==> src/rtl/multicycle_control_if.sv <==
// Control bundle between the multicycle MIPS controller and the shared
// datapath: the decoded opcode and memory handshake flow into the controller,
// and every write-enable, mux select and memory strobe flows back out.
interface multicycle_control_if;
  logic [5:0] opcode;
  logic       memready;
  logic       PCWrite;
  logic       PCWriteCond;
  logic       IorD;
  logic       MemRead;
  logic       MemWrite;
  logic       IRWrite;
  logic       MemtoReg;
  logic       RegDst;
  logic       RegWrite;
  logic       ALUSrcA;
  logic [1:0] ALUSrcB;
  logic [1:0] ALUOp;
  logic [1:0] PCSource;
  logic [3:0] state;
  logic       illegal;

  // Controller side: consumes opcode/memready, drives the datapath controls.
  modport master (
    input  opcode,
    input  memready,
    output PCWrite,
    output PCWriteCond,
    output IorD,
    output MemRead,
    output MemWrite,
    output IRWrite,
    output MemtoReg,
    output RegDst,
    output RegWrite,
    output ALUSrcA,
    output ALUSrcB,
    output ALUOp,
    output PCSource,
    output state,
    output illegal
  );

  // Datapath side: supplies opcode/memready, receives the controls.
  modport slave (
    output opcode,
    output memready,
    input  PCWrite,
    input  PCWriteCond,
    input  IorD,
    input  MemRead,
    input  MemWrite,
    input  IRWrite,
    input  MemtoReg,
    input  RegDst,
    input  RegWrite,
    input  ALUSrcA,
    input  ALUSrcB,
    input  ALUOp,
    input  PCSource,
    input  state,
    input  illegal
  );
endinterface

==> src/rtl/multicycle_control.sv <==
// Multicycle MIPS control unit. Moore FSM that walks each instruction through
// fetch, decode and its execute/memory/writeback steps, stalling in the memory
// states until memready. The only non-Moore outputs are IRWrite and PCWrite in
// FETCH, which are gated by memready so the IR/PC update only on the cycle the
// instruction word actually arrives.
module multicycle_control (
  input  logic                   clk,
  input  logic                   clr,
  multicycle_control_if.master   bus
);

  localparam logic [5:0] OP_RTYPE = 6'b000000;
  localparam logic [5:0] OP_LW    = 6'b100011;
  localparam logic [5:0] OP_SW    = 6'b101011;
  localparam logic [5:0] OP_BEQ   = 6'b000100;
  localparam logic [5:0] OP_J     = 6'b000010;
  localparam logic [5:0] OP_ADDI  = 6'b001000;

  typedef enum logic [3:0] {
    S_FETCH  = 4'd0,
    S_DECODE = 4'd1,
    S_MEMADR = 4'd2,
    S_MEMRD  = 4'd3,
    S_MEMWB  = 4'd4,
    S_MEMWR  = 4'd5,
    S_EXEC   = 4'd6,
    S_ALUWB  = 4'd7,
    S_BRANCH = 4'd8,
    S_JUMP   = 4'd9,
    S_ADDIEX = 4'd10,
    S_ADDIWB = 4'd11
  } state_t;

  state_t     state_q, state_d;
  logic       illegal_q, illegal_d;

  logic       pc_write_s;
  logic       pc_write_cond_s;
  logic       ior_d_s;
  logic       mem_read_s;
  logic       mem_write_s;
  logic       ir_write_s;
  logic       mem_to_reg_s;
  logic       reg_dst_s;
  logic       reg_write_s;
  logic       alu_src_a_s;
  logic [1:0] alu_src_b_s;
  logic [1:0] alu_op_s;
  logic [1:0] pc_source_s;

  // State and sticky illegal-opcode flag; clr overrides any pending transition.
  always_ff @(posedge clk) begin
    if (clr) begin
      state_q   <= S_FETCH;
      illegal_q <= 1'b0;
    end else begin
      state_q   <= state_d;
      illegal_q <= illegal_d;
    end
  end

  // Next-state selection and per-state control decode (all controls default low).
  always_comb begin
    state_d         = S_FETCH;
    illegal_d       = illegal_q;
    pc_write_s      = 1'b0;
    pc_write_cond_s = 1'b0;
    ior_d_s         = 1'b0;
    mem_read_s      = 1'b0;
    mem_write_s     = 1'b0;
    ir_write_s      = 1'b0;
    mem_to_reg_s    = 1'b0;
    reg_dst_s       = 1'b0;
    reg_write_s     = 1'b0;
    alu_src_a_s     = 1'b0;
    alu_src_b_s     = 2'd0;
    alu_op_s        = 2'd0;
    pc_source_s     = 2'd0;

    case (state_q)
      S_FETCH: begin
        // PC + 4 is computed every fetch cycle, but only committed (with the
        // IR load) in the cycle memory reports the instruction is ready.
        mem_read_s  = 1'b1;
        alu_src_b_s = 2'd1;
        if (bus.memready) begin
          ir_write_s = 1'b1;
          pc_write_s = 1'b1;
          state_d    = S_DECODE;
        end else begin
          ir_write_s = 1'b0;
          pc_write_s = 1'b0;
          state_d    = S_FETCH;
        end
      end

      S_DECODE: begin
        // Branch target (PC + imm<<2) is precomputed into ALUOut here.
        alu_src_b_s = 2'd3;
        case (bus.opcode)
          OP_LW:    state_d = S_MEMADR;
          OP_SW:    state_d = S_MEMADR;
          OP_RTYPE: state_d = S_EXEC;
          OP_BEQ:   state_d = S_BRANCH;
          OP_J:     state_d = S_JUMP;
          OP_ADDI:  state_d = S_ADDIEX;
          default: begin
            illegal_d = 1'b1;
            state_d   = S_FETCH;
          end
        endcase
      end

      S_MEMADR: begin
        alu_src_a_s = 1'b1;
        alu_src_b_s = 2'd2;
        // Only lw and sw reach this state, so anything not sw is a load.
        if (bus.opcode == OP_SW) begin
          state_d = S_MEMWR;
        end else begin
          state_d = S_MEMRD;
        end
      end

      S_MEMRD: begin
        mem_read_s = 1'b1;
        ior_d_s    = 1'b1;
        if (bus.memready) begin
          state_d = S_MEMWB;
        end else begin
          state_d = S_MEMRD;
        end
      end

      S_MEMWB: begin
        reg_write_s  = 1'b1;
        mem_to_reg_s = 1'b1;
        reg_dst_s    = 1'b0;
        state_d      = S_FETCH;
      end

      S_MEMWR: begin
        // Write strobe is held for the whole stall so memory sees a stable request.
        mem_write_s = 1'b1;
        ior_d_s     = 1'b1;
        if (bus.memready) begin
          state_d = S_FETCH;
        end else begin
          state_d = S_MEMWR;
        end
      end

      S_EXEC: begin
        alu_src_a_s = 1'b1;
        alu_src_b_s = 2'd0;
        alu_op_s    = 2'd2;
        state_d     = S_ALUWB;
      end

      S_ALUWB: begin
        reg_write_s  = 1'b1;
        reg_dst_s    = 1'b1;
        mem_to_reg_s = 1'b0;
        state_d      = S_FETCH;
      end

      S_BRANCH: begin
        // PC takes the precomputed target from ALUOut only when the compare is zero.
        alu_src_a_s     = 1'b1;
        alu_src_b_s     = 2'd0;
        alu_op_s        = 2'd1;
        pc_write_cond_s = 1'b1;
        pc_source_s     = 2'd1;
        state_d         = S_FETCH;
      end

      S_JUMP: begin
        pc_write_s  = 1'b1;
        pc_source_s = 2'd2;
        state_d     = S_FETCH;
      end

      S_ADDIEX: begin
        alu_src_a_s = 1'b1;
        alu_src_b_s = 2'd2;
        alu_op_s    = 2'd0;
        state_d     = S_ADDIWB;
      end

      S_ADDIWB: begin
        reg_write_s  = 1'b1;
        reg_dst_s    = 1'b0;
        mem_to_reg_s = 1'b0;
        state_d      = S_FETCH;
      end

      default: begin
        // Encodings 12-15 are unreachable; recover to FETCH with all controls low.
        state_d = S_FETCH;
      end
    endcase
  end

  assign bus.PCWrite     = pc_write_s;
  assign bus.PCWriteCond = pc_write_cond_s;
  assign bus.IorD        = ior_d_s;
  assign bus.MemRead     = mem_read_s;
  assign bus.MemWrite    = mem_write_s;
  assign bus.IRWrite     = ir_write_s;
  assign bus.MemtoReg    = mem_to_reg_s;
  assign bus.RegDst      = reg_dst_s;
  assign bus.RegWrite    = reg_write_s;
  assign bus.ALUSrcA     = alu_src_a_s;
  assign bus.ALUSrcB     = alu_src_b_s;
  assign bus.ALUOp       = alu_op_s;
  assign bus.PCSource    = pc_source_s;
  assign bus.state       = state_q;
  assign bus.illegal     = illegal_q;

endmodule

==> src/flat_wrapper.sv <==
// flat-port wrapper written by rule: the top's interface ports become plain ports
module multicycle_control_flat 
  (clk, clr, bus_opcode, bus_memready, bus_PCWrite, bus_PCWriteCond, bus_IorD, bus_MemRead, bus_MemWrite, bus_IRWrite, bus_MemtoReg, bus_RegDst, bus_RegWrite, bus_ALUSrcA, bus_ALUSrcB, bus_ALUOp, bus_PCSource, bus_state, bus_illegal);
  multicycle_control_if bus_i ();
  input  logic clk;
  input  logic clr;
  input wire logic [$bits(bus_i.opcode)-1:0] bus_opcode;
  input wire logic [$bits(bus_i.memready)-1:0] bus_memready;
  output wire logic [$bits(bus_i.PCWrite)-1:0] bus_PCWrite;
  output wire logic [$bits(bus_i.PCWriteCond)-1:0] bus_PCWriteCond;
  output wire logic [$bits(bus_i.IorD)-1:0] bus_IorD;
  output wire logic [$bits(bus_i.MemRead)-1:0] bus_MemRead;
  output wire logic [$bits(bus_i.MemWrite)-1:0] bus_MemWrite;
  output wire logic [$bits(bus_i.IRWrite)-1:0] bus_IRWrite;
  output wire logic [$bits(bus_i.MemtoReg)-1:0] bus_MemtoReg;
  output wire logic [$bits(bus_i.RegDst)-1:0] bus_RegDst;
  output wire logic [$bits(bus_i.RegWrite)-1:0] bus_RegWrite;
  output wire logic [$bits(bus_i.ALUSrcA)-1:0] bus_ALUSrcA;
  output wire logic [$bits(bus_i.ALUSrcB)-1:0] bus_ALUSrcB;
  output wire logic [$bits(bus_i.ALUOp)-1:0] bus_ALUOp;
  output wire logic [$bits(bus_i.PCSource)-1:0] bus_PCSource;
  output wire logic [$bits(bus_i.state)-1:0] bus_state;
  output wire logic [$bits(bus_i.illegal)-1:0] bus_illegal;
  assign bus_i.opcode = bus_opcode;
  assign bus_i.memready = bus_memready;
  assign bus_PCWrite = bus_i.PCWrite;
  assign bus_PCWriteCond = bus_i.PCWriteCond;
  assign bus_IorD = bus_i.IorD;
  assign bus_MemRead = bus_i.MemRead;
  assign bus_MemWrite = bus_i.MemWrite;
  assign bus_IRWrite = bus_i.IRWrite;
  assign bus_MemtoReg = bus_i.MemtoReg;
  assign bus_RegDst = bus_i.RegDst;
  assign bus_RegWrite = bus_i.RegWrite;
  assign bus_ALUSrcA = bus_i.ALUSrcA;
  assign bus_ALUSrcB = bus_i.ALUSrcB;
  assign bus_ALUOp = bus_i.ALUOp;
  assign bus_PCSource = bus_i.PCSource;
  assign bus_state = bus_i.state;
  assign bus_illegal = bus_i.illegal;
  multicycle_control u_core (.clk(clk), .clr(clr), .bus(bus_i));
endmodule
==> config.mk <==
export PLATFORM = sky130hd
export DESIGN_NAME = multicycle_control_flat
export DESIGN_NICKNAME = d
export VERILOG_FILES = /design/src/rtl/multicycle_control_if.sv /design/src/rtl/multicycle_control.sv /design/src/flat_wrapper.sv
export SDC_FILE = /design/constraint.sdc
export NUM_CORES = 1
export LEC_CHECK = 0
export CORE_MARGIN = 2
export CORE_UTILIZATION = 35
export DETAILED_ROUTE_END_ITERATION = 6
export DONT_BUFFER_PORTS = 1
export HOLD_SLACK_MARGIN = 0.15
export PLACE_DENSITY_LB_ADDON = 0.25
export SLEW_MARGIN = 40
export SYNTH_ARGS = -nofsm -noshare
export SYNTH_HDL_FRONTEND = slang
export SYNTH_SLANG_ARGS = --single-unit
==> constraint.sdc <==
create_clock -name clk -period 2.1 [get_ports clk]
set_clock_uncertainty 0.15 [all_clocks]
set_input_delay 0 -clock clk [delete_from_list [all_inputs] [get_ports clk]]
set_output_delay 0 -clock clk [all_outputs]
set_load 0.005 [all_outputs]
==> results.toml, run 1 <==
[final_layout]
fin_util_pct = 46.3
finalNetCount = 101
design_area_um2 = 698
area_growth_pct = 24.3
drive_above_1_share_pct = 13.2
diodes = 0

[power]
power_uw = 285
p_per_area_nw_per_um2 = 408
leakage_uw = 0.000238
ir_drop_uv = 371

[cts]
clock_latency_ns = 0.24
htreeDepth = 1
clkSinkCount = 5
clk_pin_slew_worst_paths_ns = 0.05
cts_buffer_depth = 2
root_buffer = "clkbuf_4"
cts_made_buffers = 3
cts_tree = "built"

[route]
drt_iter0_drc = 15
routed_wl_um = 1530
vias_per_cell = 5.64
post-route-drc-count = 0
first_pass_iters = 4
post_drt_wl_per_cell_um = 14.3
top_layer_used = "met3"
wl_met2_um = 724
drt-met1-wl_um = 699
num_vias = 604
postRouteAntennaNets = 0
dr_wl_met3_um = 104

[critical_path]
critPathTopFamily = "buffers and inverters"
path_buf_inv = 2
crit_top_cell = "dlygate4sd3_1"
slowest_stage = "dlygate4sd3_1"
cpPeakStageDelay_ns = 0.59
r2r-start = "u_core.bus.state[0]$_SDFF_PP0_"
start_kind = "primary input"
worst-r2r-cell-count = 5
path_max_fanout = 2
cp_cell_sequence = "dlygate4sd3_1, or3_4, dlygate4sd3_1, nor4_2, a31oi_1, a21oi_1"
cp_data_arrival_time_ns = 2.01
cp-end-kind = "register"
r2r_slack_ns = 0.21
required_ns = 2.12
critPathKind = "primary input to register"
rr_endpoint = "u_core.bus.illegal$_SDFFE_PP0P_"

[floorplanning]
initial_core_util_pct = 37.3
chipWidth_um = 44.1
core_um2 = 1510
fp.dieH_um = 44.1
rows = 14
io_pins = 30
dieArea_um2 = 1940

[timing]
hold_slack_ns = 0.157
min_period_ns = 1.99
rsz0062_at_grt = "false"
setup_viol_count_final = 0
worst_pin_slew_ns = 0.463
fin_tns_setup_ns = 0
finalHoldViolations = 0
fmax_mhz = 503
max-slew-margin-rel_pct = 69.1
post-route-period-util_pct = 94.7
slew_viol_final = 0

[synth]
ys_seq_area_share_pct = 17.8
ys_top_cells_by_count = "16 x nor2_1, 6 x a21oi_1"
synth_area_leaders = "dfxtp_1 18%, nor2_1 11%, nand2b_1 5.6%"
ys_ff_latch = 5
postSynthAreaPerCell_um2 = 6.94
synth_cells = 81
synth-edff-count = 0
ys_types = 35
synth.most_common_cell = "nor2_1"
postSynth.asyncResetShare_pct = 0
synth_area_um2 = 562
syn-num-nets = 90
synth_top_area_share_pct = 17.8
ys.flop_type = "dfxtp_1"
yosysWarnings = 0
synth_top_area_cell = "dfxtp_1"

[worst_hold_path]
hold_path.class = "primary input to primary output"
worstHoldEndpoint = "bus_PCWrite"
worstHoldStart = "bus_memready"
whs_path_depth = 3

[flow_run]
cap_violations = 0

[global_routing]
grt_pass1_wl_um = 2530
grt_overflow_total = 0
grt_pass1_vias = 606
grt_use_total_pct = 17.3
antenna_found_initial = 0
grt_max_degree = 15

[placed_design]
port-buffer-count = 0
hpwlAfterDp_um = 1050
finalWeightedCongestion = 0.819
postPlaceCellArea_um2 = 561

[run_status]
outcome = "complete, no violations"
-- through the flow --
stage          setup slack (ns)  std cells
3_3_place_gp              0.442         92
4_1_cts                   0.101        107
3_5_place_dp              0.436         92
2_1_floorplan             0.730         81
5_1_grt                  0.0591        107
6_report                  0.111        107
-- where the power goes --
| group | switching, uW | total (uW) | internal, uW |
|---|---|---|---|
| Sequential | 7.42 | 106 | 98.7 |
| Combinational | 29.4 | 64.0 | 34.7 |
| Clock | 42.3 | 114 | 72.0 |
-- cells by family (layout without fill, tap and decap cells) --
kind of cell              after synthesis  after routing  share of synthesized area, %
AOI/OAI and AO/OA                      21             21                          25.8
xor gates and xnor gates                2              2                          3.12
buffers and inverters                   8             18                          7.13
DFF                                     5              5                          17.8
muxes                                   1              1                          2.00
and+or+nand+nor                        44             44                          44.1
-- worst reg2reg max path, stage by stage, from the launching register on --
cell           delay [ns]
dfxtp_1              0.57
nor2b_1              0.24
o311a_1              0.19
a21oi_1              0.06
nor2_1               0.08
dlygate4sd3_1        0.54
-- registers in the layout (all words and copies together) (netlist names) --
name and count:
u_core.bus.state 4, u_core.bus.illegal 1
-- area by class of cell --
class                      instances  area [um2]
inverter                           1        3.75
timing repair buffer              13         125
tap                               16        20.0
sequential                         5         101
clock buffer                       4        26.3
fill                             160         808
multi-input combinational         68         422
-- layer usage --
metal	vias up	GRT usage, %
li1	314	-
met1	268	21.2
met2	22	28.8
met3	0	6.94
met4	0	3.64
met5	-	0
-- worst max-delay path by stage --
| stage | startpoint | end | slack, ns | cells after the start |
|---|---|---|---|---|
| floorplan | u_core.bus.state[2]$_SDFF_PP0_ | u_core.bus.state[2]$_SDFF_PP0_ | 0.73 | 5 |
| global placement | u_core.bus.state[0]$_SDFF_PP0_ | u_core.bus.state[0]$_SDFF_PP0_ | 0.44 | 4 |
| detailed placement | u_core.bus.state[0]$_SDFF_PP0_ | u_core.bus.state[0]$_SDFF_PP0_ | 0.44 | 4 |
| CTS | u_core.bus.state[2]$_SDFF_PP0_ | u_core.bus.illegal$_SDFFE_PP0P_ | 0.10 | 6 |
| global route | u_core.bus.state[3]$_SDFF_PP0_ | u_core.bus.illegal$_SDFFE_PP0P_ | 0.06 | 5 |
| finish | bus_opcode[4] | u_core.bus.state[0]$_SDFF_PP0_ | 0.11 | 6 |
-- timing repair --
item | 4_1_cts | 5_1_grt
hold buffers | 11 | 0
endpoints found under the setup margin | 0 | 1
hold endpoints to repair | 6 | 0
resized for setup | 0 | 1
buffers inserted | 0 | 0
-- placed cells by master, fill, tap and decap left out, types with 2 or more instances in the layout --
cell / count
dlygate4sd3_1: 11
nand2b_1: 5
dfxtp_1: 4
clkbuf_4: 3
buf_4: 2
nand3b_1: 2
nor3_1: 5
nand2_1: 2
a21oi_1: 6
nor3b_1: 3
nor2_1: 16
a211oi_1: 2
nor2b_1: 3
o21ai_1: 2
and3_1: 2
xnor2_1: 2
(Power assumes the default switching activity.)
==> run 2: changes to the inputs <==
- ABC_AREA: default -> 1
==> run 2 against run 1 <==
  * Setup slack got worse by 0.010 ns
  * Via count grew 2.0%
  * Sequential cell count stayed put
  * Cell count up 19%
  * Highest routed layer unchanged
  * Largest power group unchanged
  * Clock-buffer cell count stayed put
  * Global-route usage down 1.3 points
  * Register-to-register slack improved by 0.03 ns
  * First-iteration DRC count down 47%
  * Utilization rose by 4.2 points
  * Largest cell class unchanged
  * Wire length shrank 15%
  * Area after synthesis is 7.3% lower
==> results.toml, run 2 <==
[synth]
ys_ff_latch = 5
postSynth.asyncResetShare_pct = 0
syn-num-nets = 106
synth_top_area_cell = "dfxtp_1"
synth_cells = 97
synth-edff-count = 0
ys_seq_area_share_pct = 19.2
ys_top_cells_by_count = "23 x nor2_1, 19 x nand2_1, 14 x inv_1"
ys_types = 16
postSynthAreaPerCell_um2 = 5.37
synth_top_area_share_pct = 19.2
yosysWarnings = 0
synth.most_common_cell = "nor2_1"
synth_area_leaders = "dfxtp_1 19%, nor2_1 17%, nand2_1 14%"
ys.flop_type = "dfxtp_1"
synth_area_um2 = 520

[floorplanning]
initial_core_util_pct = 38.6
fp.dieH_um = 42.6
dieArea_um2 = 1810
core_um2 = 1350
rows = 13
io_pins = 30
chipWidth_um = 42.6

[critical_path]
r2r-start = "u_core.bus.state[0]$_SDFF_PP0_"
critPathLaunch = "bus_opcode[2]"
cp_data_arrival_time_ns = 1.98
path_max_fanout = 4
start_kind = "primary input"
required_ns = 2.08
cp-end-kind = "register"
critPathKind = "primary input to register"
worst-r2r-cell-count = 7

[timing]
fmax_mhz = 500
setup_ws_ns = 0.101
finalHoldViolations = 0
worst_pin_slew_ns = 0.257
min_period_ns = 2.00
slew_viol_final = 0
rsz0062_at_grt = "false"
post-route-period-util_pct = 95.2
max-slew-margin-rel_pct = 82.8
setup_viol_count_final = 0
fin_tns_setup_ns = 0

[final_layout]
fill_cells = 145
final_common_cell = "nor2_1"
layout.cells.non_filler = 127
finalNetCount = 122
most-common-layout-cells = "23 x nor2_1, 19 x nand2_1, 14 x inv_1, 12 x dlygate4sd3_1, 11 x nand3_1"
largest_register_ffs = 4
multi_input_area_um2 = 345
fin_util_pct = 50.5
diodes = 0
drive_above_1_share_pct = 16.1
final-seq-area_um2 = 100
area_growth_pct = 31.0

[worst_hold_path]
hold_path.class = "primary input to register"
whs_path_depth = 2
worstHoldStart = "clr"

[cts]
clk_pin_slew_worst_paths_ns = 0.05
clock_latency_ns = 0.25
htreeDepth = 1
clkSinkCount = 5
root_buffer = "clkbuf_4"
cts_tree = "built"
cts_made_buffers = 3
cts_buffer_depth = 2

[flow_run]
cap_violations = 0

[route]
vias_per_cell = 4.85
routed_wl_um = 1300
drt_iter0_drc = 8
post_drt_wl_per_cell_um = 10.3
post-route-drc-count = 0
num_vias = 616
first_pass_iters = 4
postRouteAntennaNets = 0

[placed_design]
finalWeightedCongestion = 0.803
port-buffer-count = 0
pre_cts_ws_ns = 0.759
dp.cells = 111
hpwlAfterDp_um = 970

[global_routing]
grt_max_degree = 8
gr-usage-met2_pct = 28.0
grt_pass1_wl_um = 2210
gr-max-usage-layer = "met2"
grt_overflow_total = 0
antenna_found_initial = 0
use_met3_pct = 8.62
grt_use_total_pct = 16.0
grt_pass1_vias = 539
use_met1_pct = 17.5

[power]
ir_drop_uv = 319
leakage_uw = 0.000363
p_per_area_nw_per_um2 = 400

[run_status]
outcome = "complete, no violations"
==> run 2: changes by cell type after synthesis, moves of 7 or more <==
cell / change
nand2_1: +17
inv_1: +13
nand3_1: +11
nor2_1: +7
==> run 2: what timing repair did <==
| action | 4_1_cts | 5_1_grt |
|---|---|---|
| hold buffers | 12 | 0 |
| setup buffers | 0 | 0 |
| setup endpoints to repair | 0 | 1 |
| resized for setup | 0 | 1 |
| endpoints found under the hold margin | 7 | 0 |
==> run 2: critical path, cell delays in order <==
cell,delay [ns]
dlygate4sd3_1,0.59
a21oi_2,0.11
dlygate4sd3_1,0.55
nor2_1,0.04
dlygate4sd3_1,0.54
nor2_1,0.09
nor2_1,0.04
==> run 2: cell type report <==
type,count,share of cell area [%]
Inverter,19,10.5
Timing Repair Buffer,12,17.6
Tap cell,15,2.75
Clock buffer,4,3.85
Sequential cell,5,14.7
Multi-Input combinational cell,72,50.6
==> run 2: cell families (layout without fill, tap and decap cells) <==
logic type,count (synthesis),count (layout),share of synthesized area (%)
buffers and inverters,20,35,15.1
AOI/OAI and AO/OA,8,8,7.69
and+or+nand+nor,64,64,57.9
DFF,5,5,19.2
==> run 2: worst paths after layout <==
path	end	slack (ns)
max	u_core.bus.illegal$_SDFFE_PP0P_	0.10
min	u_core.bus.state[2]$_SDFF_PP0_	0.35
min reg2reg	u_core.bus.illegal$_SDFFE_PP0P_	0.36
max reg2reg	u_core.bus.state[0]$_SDFF_PP0_	0.24
==> run 2: metrics by stage <==
step	instance area (um2)	power (uW)	hold WS, ns
final	682	273	0.346
after global routing	682	297	0.350
after CTS	678	276	0.338
after detailed placement	532	145	-0.0774
after global placement	532	145	-0.0766
after floorplan	520	138	-0.0809
==> run 2: metal layers <==
layer | share of wire (%) | up-vias
met3 | 8.4 | 0
li1 | - | 327
met4 | 0 | 0
met1 | 44 | 265
met5 | 0 | -
met2 | 48 | 24
==> run 2: report_power, final <==
group | switching, uW | internal, uW
Clock | 41.4 | 72.0
Sequential | 4.06 | 98.6
Combinational | 30.9 | 25.6
Total | 76.4 | 196
